## src/rtl/pc_fetch_unit_if.sv

```systemverilog
// Instruction-memory request/response bundle between the fetch unit and imem.
// The request side holds req/addr stable until ready is returned.
interface pc_fetch_unit_if;
    logic        imem_req;
    logic [31:0] imem_addr;
    logic        imem_ready;
    logic [31:0] imem_data;

    modport master (output imem_req, output imem_addr, input imem_ready, input imem_data);
    modport slave  (input imem_req, input imem_addr, output imem_ready, output imem_data);
endinterface

```

## src/rtl/pc_fetch_unit.sv

```systemverilog
// Fetch-stage PC sequencer with an IF/ID pipeline register.
// A one-entry skid buffer absorbs a fetch that completes while decode is stalled.
module pc_fetch_unit #(
    parameter logic [31:0] RESET_PC = 32'h0040_0000
) (
    input  logic                    clock,
    input  logic                    reset,
    input  logic                    pc_src,
    input  logic [31:0]             jump_address,
    input  logic                    stall,
    pc_fetch_unit_if.master         imem,
    output logic [31:0]             instr,
    output logic [31:0]             pc_plus_four,
    output logic                    instr_valid
);

    typedef enum logic {REQ, HOLD} state_t;

    typedef struct packed {
        logic [31:0] instr;
        logic [31:0] pc4;
    } ifid_t;

    state_t      state;
    logic [31:0] pc;
    logic        pend;
    logic [31:0] pend_addr;
    ifid_t       skid;
    logic        take;
    logic [31:0] pc_next_seq;

    // Redirect only from a real instruction that decode is actually consuming.
    assign take        = pc_src & instr_valid & ~stall;
    assign pc_next_seq = pc + 32'd4;

    assign imem.imem_req  = (state == REQ) & ~reset;
    assign imem.imem_addr = pc;

    always_ff @(posedge clock) begin
        if (reset) begin
            pc           <= RESET_PC;
            state        <= REQ;
            pend         <= 1'b0;
            pend_addr    <= 32'd0;
            skid         <= '0;
            instr        <= 32'd0;
            pc_plus_four <= 32'd0;
            instr_valid  <= 1'b0;
        end else begin
            case (state)
                REQ: begin
                    if (imem.imem_ready) begin
                        if (take || pend) begin
                            // Wrong-path word: drop it and refetch at the target.
                            pc   <= take ? jump_address : pend_addr;
                            pend <= 1'b0;
                            if (!stall) instr_valid <= 1'b0;
                        end else if (!stall) begin
                            instr        <= imem.imem_data;
                            pc_plus_four <= pc_next_seq;
                            instr_valid  <= 1'b1;
                            pc           <= pc_next_seq;
                        end else begin
                            skid  <= '{instr: imem.imem_data, pc4: pc_next_seq};
                            pc    <= pc_next_seq;
                            state <= HOLD;
                        end
                    end else begin
                        // Request is in flight and cannot be withdrawn; remember the target.
                        if (take) begin
                            pend      <= 1'b1;
                            pend_addr <= jump_address;
                        end
                        if (!stall) instr_valid <= 1'b0;
                    end
                end
                HOLD: begin
                    if (!stall) begin
                        state <= REQ;
                        if (take) begin
                            instr_valid <= 1'b0;
                            pc          <= jump_address;
                        end else begin
                            instr        <= skid.instr;
                            pc_plus_four <= skid.pc4;
                            instr_valid  <= 1'b1;
                        end
                    end
                end
                default: state <= REQ;
            endcase
        end
    end

endmodule

```

## src/flat_wrapper.sv

```systemverilog
// flat-port wrapper written by rule: the top's interface ports become plain ports
module pc_fetch_unit_flat 
#(
    parameter logic [31:0] RESET_PC = 32'h0040_0000
)
  (clock, reset, pc_src, jump_address, stall, instr, pc_plus_four, instr_valid, imem_imem_req, imem_imem_addr, imem_imem_ready, imem_imem_data);
  pc_fetch_unit_if imem_i ();
  input  logic clock;
  input  logic reset;
  input  logic pc_src;
  input  logic [31:0] jump_address;
  input  logic stall;
  output logic [31:0] instr;
  output logic [31:0] pc_plus_four;
  output logic instr_valid;
  output wire logic [$bits(imem_i.imem_req)-1:0] imem_imem_req;
  output wire logic [$bits(imem_i.imem_addr)-1:0] imem_imem_addr;
  input wire logic [$bits(imem_i.imem_ready)-1:0] imem_imem_ready;
  input wire logic [$bits(imem_i.imem_data)-1:0] imem_imem_data;
  assign imem_imem_req = imem_i.imem_req;
  assign imem_imem_addr = imem_i.imem_addr;
  assign imem_i.imem_ready = imem_imem_ready;
  assign imem_i.imem_data = imem_imem_data;
  pc_fetch_unit #(.RESET_PC(RESET_PC)) u_core (.clock(clock), .reset(reset), .pc_src(pc_src), .jump_address(jump_address), .stall(stall), .imem(imem_i), .instr(instr), .pc_plus_four(pc_plus_four), .instr_valid(instr_valid));
endmodule
```

## config.mk

```make
export PLATFORM = sky130hd
export DESIGN_NAME = pc_fetch_unit_flat
export DESIGN_NICKNAME = d
export VERILOG_FILES = /design/src/rtl/pc_fetch_unit_if.sv /design/src/rtl/pc_fetch_unit.sv /design/src/flat_wrapper.sv
export SDC_FILE = /design/constraint.sdc
export NUM_CORES = 1
export LEC_CHECK = 0
export ABC_AREA = 1
export ABC_CLOCK_PERIOD_IN_PS = 5500
export CORE_UTILIZATION = 58
export CTS_CLUSTER_SIZE = 30
export DETAILED_ROUTE_END_ITERATION = 8
export HOLD_SLACK_MARGIN = 0.02
export PLACE_DENSITY_LB_ADDON = 0.1
export SLEW_MARGIN = 40
export SYNTH_ARGS = -nofsm -noshare
export SYNTH_HDL_FRONTEND = slang
export SYNTH_SLANG_ARGS = --single-unit
```

## constraint.sdc

```tcl
create_clock -name clock -period 5.5 [get_ports clock]
set_clock_uncertainty 0.1 [all_clocks]
set_input_delay 1.1 -clock clock [delete_from_list [all_inputs] [get_ports clock]]
set_output_delay 1.1 -clock clock [all_outputs]
set_load 0.01 [all_outputs]
```

# Word level (Yosys, flattened, before mapping)
# Cells that the tools add are included.
dict set report op_classes {
  add_sub_neg 1
  mul 0
  div_mod_pow 0
  n_lt_le_gt_ge 0
  eq_ne 8
  n_shift 0
  n_mux 32
  bitwise 8
  reduce_logical 8
}
# operator n
set ops {}
lappend ops {{2-to-1 mux 32 bit} 15}
lappend ops {{one-hot mux 32 bit (2 select lines)} 3}
lappend ops {{adder 32 x 3 -> 32 bit, second input constant} 1}
lappend ops {{2-to-1 mux 1 bit} 12}
lappend ops {{!= test 2 bit, second input constant} 6}
lappend ops {{AND reduction 3 bit} 2}
lappend ops {{NOT 1 bit} 5}
lappend ops {{AND reduction 5 bit} 1}
lappend ops {{!= test 4 bit, second input constant} 1}
lappend ops {{one-hot mux 1 bit (2 select lines)} 2}
lappend ops {{AND reduction 2 bit} 2}
lappend ops {{AND reduction 4 bit} 1}
lappend ops {{AND 1 bit} 3}
lappend ops {{!= test 2 x 1 -> 1 bit, second input constant} 1}
lappend ops {{nonzero test 2 bit} 1}
lappend ops {{logical OR 1 bit} 1}
dict set report totals {
  ff_bits 195
  latchBits 0
  ram_bits 0
  romBits 0
  input_bits 69
  memories 0
}

# Logic depth before layout (Yosys ltp)
dict set report depth {
  depth_word 6
  mapped_depth 12
  mapped_depth_nobuf 12
}

# Least setup slack after synthesis
# Ideal clock, no wire load.
dict set report synth_path {
  path_type {input-to-output}
  startpoint {input reset}
  endpoint {output imem_imem_req}
  t_arrival_ns 2.014
  required_ns 4.300
  setup_slack_ns 2.286
  path_stages 4
  n_path_buf 3
  cell_sequence {clkbuf_1 clkbuf_1 buf_1 nor2_1}
}
dict set report synth_via {
  elab_chain_cells 2
}
# element line_no
set synth_rtl {}
lappend synth_rtl {{start: declaration} flat_wrapper.sv:9} ;# input logic reset;
lappend synth_rtl {{NOT 1 bit} pc_fetch_unit.sv:36} ;# assign imem.imem_req = (state == REQ) & ~reset;
lappend synth_rtl {{AND 1 bit} pc_fetch_unit.sv:36}
lappend synth_rtl {{end: declaration} flat_wrapper.sv:16} ;# output wire logic [$bits(imem_i.imem_req)-1:0] imem_imem_req;
# Every way passes these cells.

# Final worst setup path
dict set report layout_path {
  startpoint {input stall}
  endpoint {register u_core.pc_plus_four[5]}
}
dict set report layout_via {
  elab_chain_cells 5
}
# element line_no
set layout_rtl {}
lappend layout_rtl {{start: declaration} flat_wrapper.sv:12} ;# input logic stall;
lappend layout_rtl {{NOT 1 bit} pc_fetch_unit.sv:33} ;# assign take = pc_src & instr_valid & ~stall;
lappend layout_rtl {{AND 1 bit} pc_fetch_unit.sv:33}
lappend layout_rtl {{logical OR 1 bit} pc_fetch_unit.sv:53} ;# if (take || pend) begin
lappend layout_rtl {{!= test 2 bit (no line)} -}
lappend layout_rtl {{AND reduction 5 bit (no line) (*)} -}
lappend layout_rtl {{end signal: assignment} pc_fetch_unit.sv:60} ;# pc_plus_four <= pc_next_seq;
lappend layout_rtl {{end signal: assignment} pc_fetch_unit.sv:85} ;# pc_plus_four <= skid.pc4;
lappend layout_rtl {{end: declaration} pc_fetch_unit.sv:13} ;# output logic [31:0] pc_plus_four,
# Every way passes the cells marked *; elsewhere a longest branch is shown, timed or not.
# A chain may end at the register's enable or synchronous reset.

==> impl_metrics.yaml <==
sta:
  fmax_ghz: 0.264
  rsz0062_at_grt: "false"
  tns_ns: 0
  hold_ws_ns: 0.369
  timing.final.ws_setup_ns: 1.72
  slew_headroom_pct: 41.4
  fin_crit_ns: 3.79
  timing.final.hold_violations: 0
  worstMarginPinSlew_ns: 0.878
  drv_slew: 0
  min_period_over_period_pct: 68.8
  setup_viol: 0
clock_tree:
  cts_inserted_buffers: 17
  clock_path_buffers: 2
  cts_hold_buffers: 0
  clk_pin_slew_ns: 0.07
  cts_resized: 0
  cts_tree: "yes"
  htreeDepth: 4
  cts.sinks: 195
  cts_setup_buffers: 0
  clkLatencyLatePin_ns: 0.44
  cts-root-buf: "clkbuf_16"
floorplanning:
  die-height_um: 131
  io_pins: 167
  rows: 46
  initial_core_util_pct: 60.0
  dieArea_um2: 17100
  die_x_um: 131
  core_area_um2: 16100
synth:
  synth-simple-area-share_pct: 23.3
  syn_avg_cell_area_um2: 6.79
  synth.most_common_cell: "nand2_1"
  synth_top_area_cell: "dfxtp_1"
  ys_async_sr_fraction_pct: 0
  ys_seq_area_share_pct: 40.5
  ys_top_cells_by_area: "dfxtp_1 41%, nand2_1 11%, o21ai_0 8.8%"
  muxShareOfSynthArea_pct: 0.728
  synth_common_cells: "284 x nand2_1, 206 x nor2_1, 195 x dfxtp_1, 177 x inv_1, 170 x o21ai_0"
  synth_edf_count: 0
  ys_ff_latch: 195
  postSynth.topFlopCell: "dfxtp_1"
  synth_warnings: 0
  yosysUniqueCellTypes: 37
  syn_area_um2: 9630
  synth-compound-area-share_pct: 23.0
  synth_nets: 1488
  synth_top_family_by_area: "simple AND/OR/NAND/NOR gates"
  synth-xor-area-share_pct: 0.909
  syn_inst: 1418
  synthAdderAreaFrac_pct: 0.130
  synth_top_area_share_pct: 40.5
detailed_routing:
  routed_wl_um: 27100
  vias: 9590
  wl_per_cell_um: 15.4
  postRouteAntennaNets: 0
  drt-initial-drc-count: 711
  drtPass1Iterations: 5
  vias_per_cell: 5.46
  drcViolationCount: 0
pwr:
  power_density_nw_per_um2: 298
  power.share.clock_pct: 36.4
  ir_drop_mv: 0.235
  p_sw_share_pct: 29.3
  internal_power_uw: 2500
  p_leak_uw: 0.00512
  p_sw_uw: 1040
  p_seq_share_pct: 45.3
  pwr-share-comb_pct: 18.3
grt:
  grt_pass1_wl_um: 43100
  gr-total-overflow: 0
  grt_pass1_vias: 8764
  track_usage_pct: 32.5
  antenna_found_initial: 0
  grt_max_degree: 114
worst_setup_path:
  cp_slowest_cell: "clkdlybuf4s50_1"
  r2r_end: "u_core.pc_plus_four[5]$_SDFFE_PP0P_"
  cp.required_ns: 5.76
  end_kind: "register"
  path_max_fanout: 34
  worstPathCellList: "clkdlybuf4s50_1 -> nor2_4 -> inv_4 -> nand2_4 -> inv_4 -> o211ai_4 -> inv_2 -> buf_4 -> o21ai_0 -> a21oi_1"
  ff2ff_setup_slack_ns: 2.55
  slowest_delay_ns: 0.61
  crit_start: "stall"
  crit_arrival_ns: 4.05
  reg2reg_from: "u_core.state$_SDFF_PP0_"
  critPathLaunchType: "input port"
  r2r_cells: 7
  cpMostUsedCell: "inv_4"
  crit_type: "input port to register"
placement:
  pre_cts_ws_ns: 1.31
  port_buffers: 166
  place_congestion: 0.956
  dp_hpwl_um: 18400
min_path:
  min_from: "u_core.skid[44]$_SDFFE_PP0P_"
  hp-class: "register to register"
  hold_depth: 2
  hold_path_end: "u_core.skid[44]$_SDFFE_PP0P_"
finish:
  register_area_um2: 3910
  nFillCells: 1292
  syn_to_final_growth_pct: 23.3
  nets: 1597
  multi_input_area_um2: 4630
  n_antenna_cell: 0
  drive_above_1_share_pct: 6.43
flow_run:
  maxCapViolations: 0
outcome:
  outcome: "complete, no violations"
==> sequential cells by signal, indices dropped and copies added (netlist names) <==
| signal | flops |
|---|---|
| u_core.pc_plus_four | 32 |
| u_core.skid | 64 |
| u_core.instr_valid | 1 |
| u_core.imem.imem_addr | 32 |
| u_core.pend | 1 |
| u_core.state | 1 |
| u_core.pend_addr | 32 |
| u_core.instr | 32 |
==> critical path: cells and delay by family <==
kind | cells | cell delay, ns
buffers and inverters | 5 | 2.14
AND/OR/NAND/NOR | 2 | 0.35
AO/OA/AOI/OAI | 3 | 0.39
==> layout by cell type, fill, tap and decap left out, types with 3 or more instances in the layout <==
cell,n
a211oi_1,3
a211oi_2,34
a21oi_1,98
a22oi_1,5
buf_4,14
clkbuf_16,17
clkdlybuf4s50_1,165
clkinvlp_4,3
dfxtp_1,194
inv_1,176
inv_2,5
inv_6,4
inv_8,3
mux2i_1,7
nand2_1,284
nand3_1,59
nand4_1,3
nor2_1,205
nor2_2,3
o211ai_1,28
o21ai_0,170
o21ai_1,23
o22ai_1,3
xnor2_1,4
xor2_1,6
==> routing by layer <==
layer	part of all wire [%]	up-vias	track usage, %
met5	0	-	0
met2	48	389	54.4
met1	41	4346	40.0
li1	-	4781	-
met3	6.9	74	5.05
met4	4.1	0	17.6
==> logic make-up (layout without fill, tap and decap cells) <==
group	after synthesis	after routing
buffers and inverters	273	395
muxes	7	7
and+or+nand+nor	564	564
AOI/OAI and AO/OA	368	368
adders and majority gates	1	1
xor gates and xnor gates	10	10
DFF	195	195
==> power groups by stage <==
stage          Clock, uW  Combinational, uW  Sequential, uW
2_1_floorplan          0                365            1630
3_3_place_gp           0                626            1630
3_5_place_dp           0                642            1630
4_1_cts             1290                648            1600
5_1_grt             1360                721            1620
6_report            1290                649            1610
==> worst max-delay path by stage <==
stage                                                      to  slack, ns  depth (start not counted)
after detailed placement  u_core.pc_plus_four[5]$_SDFFE_PP0P_       1.31                         10
after floorplan                                 imem_imem_req       2.29                          4
final                     u_core.pc_plus_four[5]$_SDFFE_PP0P_       1.72                         10
after global routing      u_core.pc_plus_four[5]$_SDFFE_PP0P_       1.49                         10
after CTS                 u_core.pc_plus_four[5]$_SDFFE_PP0P_       1.73                         10
after global placement    u_core.pc_plus_four[5]$_SDFFE_PP0P_       1.40                         10
==> layout make-up <==
class	instances	area share, %
clock inverter	14	1.39
inverter	183	5.83
timing repair buffer	180	14.9
multi-input combinational	950	39.0
sequential	195	32.9
clock buffer	18	3.70
tap	216	2.28
==> per-stage QoR <==
stage               instance area, um2  total power, uW  instances  utilization [%]
floorplan                         9630             2000       1418                -
global placement                 11300             2260       1724             70.1
detailed placement               11300             2280       1724             70.2
CTS                              11900             3540       1756             73.9
global route                     11900             3690       1756             73.9
finish                           11900             3540       1756             73.9
No activity file was read; power rests on OpenSTA's default activity.
